==> src/rtl/mcp23s17_spi_master.sv <==
// SPI mode 0 master that turns one register read/write request into a 3-byte
// MCP23S17 frame (opcode, register, data) and returns read data with a strobe.
module mcp23s17_spi_master #(
  parameter int         CLK_DIV = 25,
  parameter logic [2:0] HW_ADDR = 3'b000
) (
  input  logic       CLK_50,
  input  logic       RESET_N,
  input  logic       REQ_VALID,
  output logic       REQ_READY,
  input  logic       REQ_RW,
  input  logic [7:0] REQ_REG,
  input  logic [7:0] REQ_WDATA,
  output logic       RSP_VALID,
  output logic [7:0] RSP_RDATA,
  output logic       BUSY,
  output logic       JS_CS,
  output logic       JS_SCK,
  output logic       JS_MOSI,
  input  logic       JS_MISO,
  output logic [2:0] DBG_STATE
);

  // Request handshake: a request is taken on the rising edge where
  // REQ_VALID and REQ_READY are both high; REQ_READY is high only in IDLE.
  typedef enum logic [2:0] {
    ST_IDLE  = 3'd0,
    ST_SETUP = 3'd1,
    ST_SHIFT = 3'd2,
    ST_HOLD  = 3'd3,
    ST_GAP   = 3'd4
  } state_t;

  localparam logic [7:0] DIV_RELOAD = 8'(CLK_DIV - 1);

  state_t      state;
  logic [7:0]  div_cnt;
  logic [4:0]  bit_cnt;
  logic [23:0] tx_sr;
  logic [7:0]  rx_sr;
  logic        rd_op;
  logic        miso_s1;
  logic        miso_s2;
  logic [23:0] frame_in;

  assign frame_in  = {4'b0100, HW_ADDR, REQ_RW, REQ_REG, (REQ_RW ? 8'h00 : REQ_WDATA)};
  assign BUSY      = ~REQ_READY;
  assign DBG_STATE = state;

  always_ff @(posedge CLK_50) begin
    if (!RESET_N) begin
      miso_s1 <= 1'b0;
      miso_s2 <= 1'b0;
    end else begin
      miso_s1 <= JS_MISO;
      miso_s2 <= miso_s1;
    end
  end

  always_ff @(posedge CLK_50) begin
    if (!RESET_N) begin
      state     <= ST_IDLE;
      REQ_READY <= 1'b1;
      RSP_VALID <= 1'b0;
      RSP_RDATA <= 8'h00;
      JS_CS     <= 1'b1;
      JS_SCK    <= 1'b0;
      JS_MOSI   <= 1'b0;
      div_cnt   <= 8'd0;
      bit_cnt   <= 5'd0;
      tx_sr     <= 24'd0;
      rx_sr     <= 8'd0;
      rd_op     <= 1'b0;
    end else begin
      RSP_VALID <= 1'b0;
      case (state)
        ST_IDLE: begin
          if (REQ_VALID) begin
            tx_sr     <= frame_in;
            rd_op     <= REQ_RW;
            JS_MOSI   <= frame_in[23];
            JS_CS     <= 1'b0;
            REQ_READY <= 1'b0;
            div_cnt   <= DIV_RELOAD;
            bit_cnt   <= 5'd0;
            state     <= ST_SETUP;
          end
        end
        ST_SETUP: begin
          if (div_cnt == 8'd0) begin
            div_cnt <= DIV_RELOAD;
            state   <= ST_SHIFT;
          end else begin
            div_cnt <= div_cnt - 8'd1;
          end
        end
        ST_SHIFT: begin
          if (div_cnt != 8'd0) begin
            div_cnt <= div_cnt - 8'd1;
          end else begin
            div_cnt <= DIV_RELOAD;
            if (!JS_SCK) begin
              JS_SCK <= 1'b1;
            end else begin
              // Last cycle of the high phase: sample MISO, then drop SCK.
              JS_SCK <= 1'b0;
              rx_sr  <= {rx_sr[6:0], miso_s2};
              if (bit_cnt == 5'd23) begin
                bit_cnt <= 5'd0;
                state   <= ST_HOLD;
              end else begin
                bit_cnt <= bit_cnt + 5'd1;
                tx_sr   <= {tx_sr[22:0], 1'b0};
                JS_MOSI <= tx_sr[22];
              end
            end
          end
        end
        ST_HOLD: begin
          if (div_cnt == 8'd0) begin
            div_cnt   <= DIV_RELOAD;
            JS_CS     <= 1'b1;
            RSP_VALID <= 1'b1;
            if (rd_op) RSP_RDATA <= rx_sr;
            state     <= ST_GAP;
          end else begin
            div_cnt <= div_cnt - 8'd1;
          end
        end
        ST_GAP: begin
          if (div_cnt == 8'd0) begin
            div_cnt   <= 8'd0;
            JS_MOSI   <= 1'b0;
            REQ_READY <= 1'b1;
            state     <= ST_IDLE;
          end else begin
            div_cnt <= div_cnt - 8'd1;
          end
        end
        default: begin
          state     <= ST_IDLE;
          REQ_READY <= 1'b1;
          JS_CS     <= 1'b1;
          JS_SCK    <= 1'b0;
        end
      endcase
    end
  end

endmodule

==> config.mk <==
export PLATFORM = sky130hd
export DESIGN_NAME = mcp23s17_spi_master
export DESIGN_NICKNAME = d
export VERILOG_FILES = /design/src/rtl/mcp23s17_spi_master.sv
export SDC_FILE = /design/constraint.sdc
export NUM_CORES = 1
export LEC_CHECK = 0
export ABC_CLOCK_PERIOD_IN_PS = 3100
export CORE_AREA = 2 2 80 82
export DETAILED_ROUTE_END_ITERATION = 12
export DIE_AREA = 0 0 82 84
export PLACE_DENSITY = 0.86
export SKIP_LAST_GASP = 1
export SLEW_MARGIN = 0
export SYNTH_ARGS = -nofsm -noshare
export SYNTH_HDL_FRONTEND = slang
export SYNTH_SLANG_ARGS = --single-unit
==> constraint.sdc <==
create_clock -name CLK_50 -period 3.1 [get_ports CLK_50]
set_input_delay 0.62 -clock CLK_50 [delete_from_list [all_inputs] [get_ports CLK_50]]
set_output_delay 0.62 -clock CLK_50 [all_outputs]
set_load 0.02 [all_outputs]
# --- Word-level counts from Yosys, hierarchy flattened ---
# Index checks and enable logic that the tools add are counted.
# Widths: inputs -> output; s select.
totals:
  ff_bits: 63
  input_bits: 21
  output_inout_bits: 17
  elab_cells: 93
op_classes:
  addsub: 2
  eq_ne: 13
  mux: 37
  n_bitwise: 5
  reduce_logical: 22
op_table:
  columns: ["cell", "count"]
  rows:
  - ["$mux 23", 4]
  - ["$pmux 23 s2", 1]
  - ["$mux 8", 5]
  - ["$pmux 8 s4", 1]
  - ["$mux 3", 7]
  - ["$mux 5", 4]
  - ["$ne 2x2->1 const B", 8]
  - ["$pmux 3 s5", 1]
  - ["$reduce_and 3->1", 4]
  - ["$pmux 5 s2", 1]
  - ["$mux 1", 9]
  - ["$pmux 1 s3", 3]
  - ["$logic_not 8->1", 1]
  - ["$reduce_and 2->1", 4]
  - ["$reduce_bool 8->1", 1]
  - ["$sub 8x1->8 const B", 1]
  - ["$reduce_and 7->1", 1]
  - ["$eq 3x2->1 const B", 2]
  - ["$reduce_and 6->1", 1]
  - ["$reduce_or 3->1", 2]
  - ["$add 5x1->5 const B", 1]
  - ["$eq 5x5->1 const B", 1]
  - ["$not 1->1", 5]
  - ["$reduce_and 5->1", 1]
  - ["10 further kinds", 10]

# --- Longest topological paths before layout ---
depth:
  depth_word: 5
  depth_mapped: 8
  mapped_depth_nobuf: 6

# --- Worst setup path after synthesis ---
# No wires, ideal clock.
synth_timing:
  kind: "input to register"
  from: "in REQ_VALID"
  to: "reg tx_sr[10]"
  arrival_time_ps: 1848
  required_time_ps: 2981
  setup_slack_ps: 1133
  cell_stages: 5
  path_buffers: 1
  path_cell_list: "or4b_1 a22oi_2 o21ai_2 buf_2 o221a_1"
synth_via:
  elab_chain_len: 2
synth_lines:
  columns: ["element", "line", "rtl"]
  rows:
  - ["from (decl)", "9", "input logic REQ_VALID,"]
  - ["$ne 2x2->1 (no source line)", null, null]
  - ["$reduce_and 5->1 (no source line)", null, null]
  - ["to (signal assigned)", "79", "tx_sr <= frame_in;"]
  - ["to (signal assigned)", "113", "tx_sr <= {tx_sr[22:0], 1'b0};"]
  - ["to (decl)", "39", "logic [23:0] tx_sr;"]
# No other way between the ends.
# A chain may end at the register's enable or synchronous reset.

# --- Worst setup path after layout ---
layout_timing:
  from: "reg state[0] (netlist: DBG_STATE[0])"
  to: "out DBG_STATE[0]"
layout_rtl:
  columns: ["element", "line", "rtl"]
  rows:
  - ["from (decl)", "36", "state_t state;"]
  - ["from (signal assigned)", "62", "state <= ST_IDLE;"]
  - ["from (signal assigned)", "86", "state <= ST_SETUP;"]
  - ["from (signal assigned)", "92", "state <= ST_SHIFT;"]
  - ["to (decl)", "21", "output logic [2:0] DBG_STATE"]
# No word-level cell between the ends.

==> results by group <==
Detailed routing
  • Total wire length: about 6.4 mm
  • DRC viols: 0
  • Via density per instance: 5.84
  • Routed length per instance: 14.5 um
  • Initial DRC count: 170
  • DRT Pass-1 Iters: 4
  • Post-DRT Antenna Nets: 0
  • Via count: 2594

Logic synthesis
  • Syn avg cell area: 9.09 um^2
  • Ys flop type: dfxtp_1
  • Ys async rst share: 0
  • Sequential fraction of the synthesis area: 0.417
  • Distinct cells, synth: 57
  • Syn Nets: 356
  • Most frequent cell after synthesis: dfxtp_1
  • Cells after synthesis: about 330
  • Cell Area, Synth: 3030 um^2
  • Synth Register Bits: between 60 and 70
  • Synth cell count leaders: dfxtp_1, nand2_1, clkbuf_1
  • Ys Warns: 0
  • Ranking of synthesized cells by area: dfxtp_1, o221a_1, nor2b_1, nand2_1, mux2i_1
  • Top cell type's share of synthesized area: 0.417
  • Cell taking the most area after synthesis: dfxtp_1
  • Number of flops mapped to enable cells by yosys: 0

STA
  • Setup TNS Final: 0 ns
  • Slew Viols, Final: 0
  • Final Skew: 0.00824 ns
  • F_max: roughly 430 MHz
  • Unrepaired setup endpoints after global routing: no
  • Max-slew headroom: 0.450
  • # setup viols final: 0
  • Period utilisation layout: 0.751
  • Final hold vios: 0
  • Minimum clock period: 2.33 ns
  • Worst slew pin tran: slightly above 0.8 ns
  • Worst hold margin: around 0.45 ns

Clock network
  • CTS H-tree depth: 3
  • Post_cts resized: 0
  • Clk sink count: 63
  • Clk_lat worst skew: around 0.33 ns
  • Num CTS Buffers: 9
  • Clock transition at the registers of the reported paths: 0.06 ns
  • # Post-CTS Setup Buffers: 0
  • CTS hold repair buffers: 0
  • Clock buffer depth: 2
  • Clock root buffer: clkbuf_8
  • TritonCTS clock tree: built

Critical path
  • CP top delay family: buffers and inverters
  • Reg-to-reg setup timing slack: about 0.87 ns
  • WP buf/inv: 1
  • Depth of the most critical reg-to-reg path: 4
  • Crit path kind: reg2out
  • Worst-path fanout max: 18
  • Slowest CP cell: clkdlybuf4s50_1
  • Crit end category: output pin
  • Reg2reg start: div_cnt[5]
  • Crit-path cells: clkdlybuf4s50_1
  • Crit start category: flop
  • Worst r2r dst: RSP_RDATA[5]
  • Critical Path RT: 2.48 ns
  • Data arrival, critical path: 1.71 ns
  • Crit path largest cell delay: 0.71 ns

Die
  • Chip width: 82 um
  • Die height: 84 um
  • DIE AREA: 6890 um^2
  • I/O pin count: 38
  • Core Region: 6100 um^2
  • Initial Utilization: 0.497
  • # rows: 29

Placed design
  • Hpwl dp: 4.21 mm
  • Placer congestion estimate: 0.902
  • PortBufs: 37

Min path
  • Hold worst-path end: miso_s2
  • Hold crit path type: reg2reg
  • Min-delay src: miso_s1
  • Worst hold path stage count: 1

Cells and area
  • Share of cells above drive strength 1: 0.101
  • Nets: 386
  • Ant. Diodes: 0
  • Layout Utilization: 0.594
  • Area Overhead vs Synth: 19.5%

Power and ir drop
  • Leak pwr: 0.00135 uW
  • PD cells: 836 nW/um^2
  • Max VDD drop: roughly 0.00036 V
  • Total power draw: 3030 uW

Outcome
  • Outcome: completed

Job
  • Max Cap Viol: 0

GRT
  • Vias in the first global route: 2343
  • First-pass GRT wire length: ~11 mm
  • GRT overflow: 0
  • GRT Total Usage: 0.201
  • Initial antenna violation count: 0
  • Largest net degree at the start of global routing: 42
## routing by layer
metal | track usage | vias up | part of all wire
li1 | - | 1279 | -
met1 | 0.254 | 1226 | 0.47
met2 | 0.320 | 77 | 0.46
met3 | 0.0422 | 12 | 0.049
met4 | 0.0955 | 0 | 0.019
met5 | 0 | - | 0
## cell families after synthesis
family	Yosys count	share of synthesized area
adder cells (fa/ha/maj)	2	0.00826
buffers and inverters	42	0.0624
flip-flops	63	0.417
XOR/XNOR	5	0.0145
multiplexers	10	0.0331
AND/OR/NAND/NOR	123	0.240
AO/OA/AOI/OAI	88	0.225
## state kept, by name, summed over array words and instances (netlist names)
| name | flops |
|---|---|
| JS_SCK | 1 |
| RSP_RDATA | 8 |
| RSP_VALID | 1 |
| DBG_STATE | 3 |
| bit_cnt | 5 |
| miso_s1 | 1 |
| tx_sr | 23 |
| JS_MOSI | 1 |
| rd_op | 1 |
| JS_CS | 1 |
| REQ_READY | 1 |
| rx_sr | 8 |
| miso_s2 | 1 |
| div_cnt | 8 |
## worst max-delay path by stage
stage	from	to	cells past startpoint
after floorplan	REQ_VALID	tx_sr[10]	5
after global placement	REQ_VALID	tx_sr[1]	5
after detailed placement	REQ_VALID	tx_sr[16]	5
after CTS	DBG_STATE[0]	DBG_STATE[0]	1
after global routing	DBG_STATE[0]	DBG_STATE[0]	1
final	DBG_STATE[0]	DBG_STATE[0]	1
## metrics by stage
step | cells | instance area, um^2 | worst slack, ns
after floorplan | 333 | 3030 | 1.13
after global placement | 429 | 3420 | 0.502
after detailed placement | 429 | 3420 | 0.452
after CTS | 444 | 3620 | 0.765
after global routing | 444 | 3620 | 0.687
final | 444 | 3620 | 0.771
## power breakdown
group / internal [uW] / switching (uW) / leakage (uW)
combinational: 519 / 652 / 0.000737
sequential: 982 / 161 / 0.000514
clock: 410 / 302 / 0.0000985
## worst register-to-register path, cell delays in order (launching register included)
cell	delay [ns]
dfxtp_1	0.39
nor3_1	0.71
nand3_1	0.60
mux2i_1	0.34
nor2b_1	0.07
## placed cells by master, fill, tap and decap left out, types with 6 or more instances in the layout
cell type	n
a21boi_0	10
a31oi_1	9
and2_1	6
buf_4	8
clkbuf_8	11
clkdlybuf4s50_1	36
dfxtp_1	63
inv_1	16
mux2i_1	10
nand2_1	29
nand3_1	7
nand3b_1	7
nor2_1	17
nor2b_1	18
o21ai_0	19
o221a_1	15
o22ai_1	7
## area by class of cell
class | instances | area [um^2]
fillers | 559 | 2480
multi-input cells | 228 | 1580
flip-flops and latches | 63 | 1260
repair buffers | 45 | 425
clock buffers | 12 | 155
well taps | 77 | 96.3
inverters | 16 | 60.1
clock inverters | 3 | 42.5
Power figures use the tool's default switching activity.
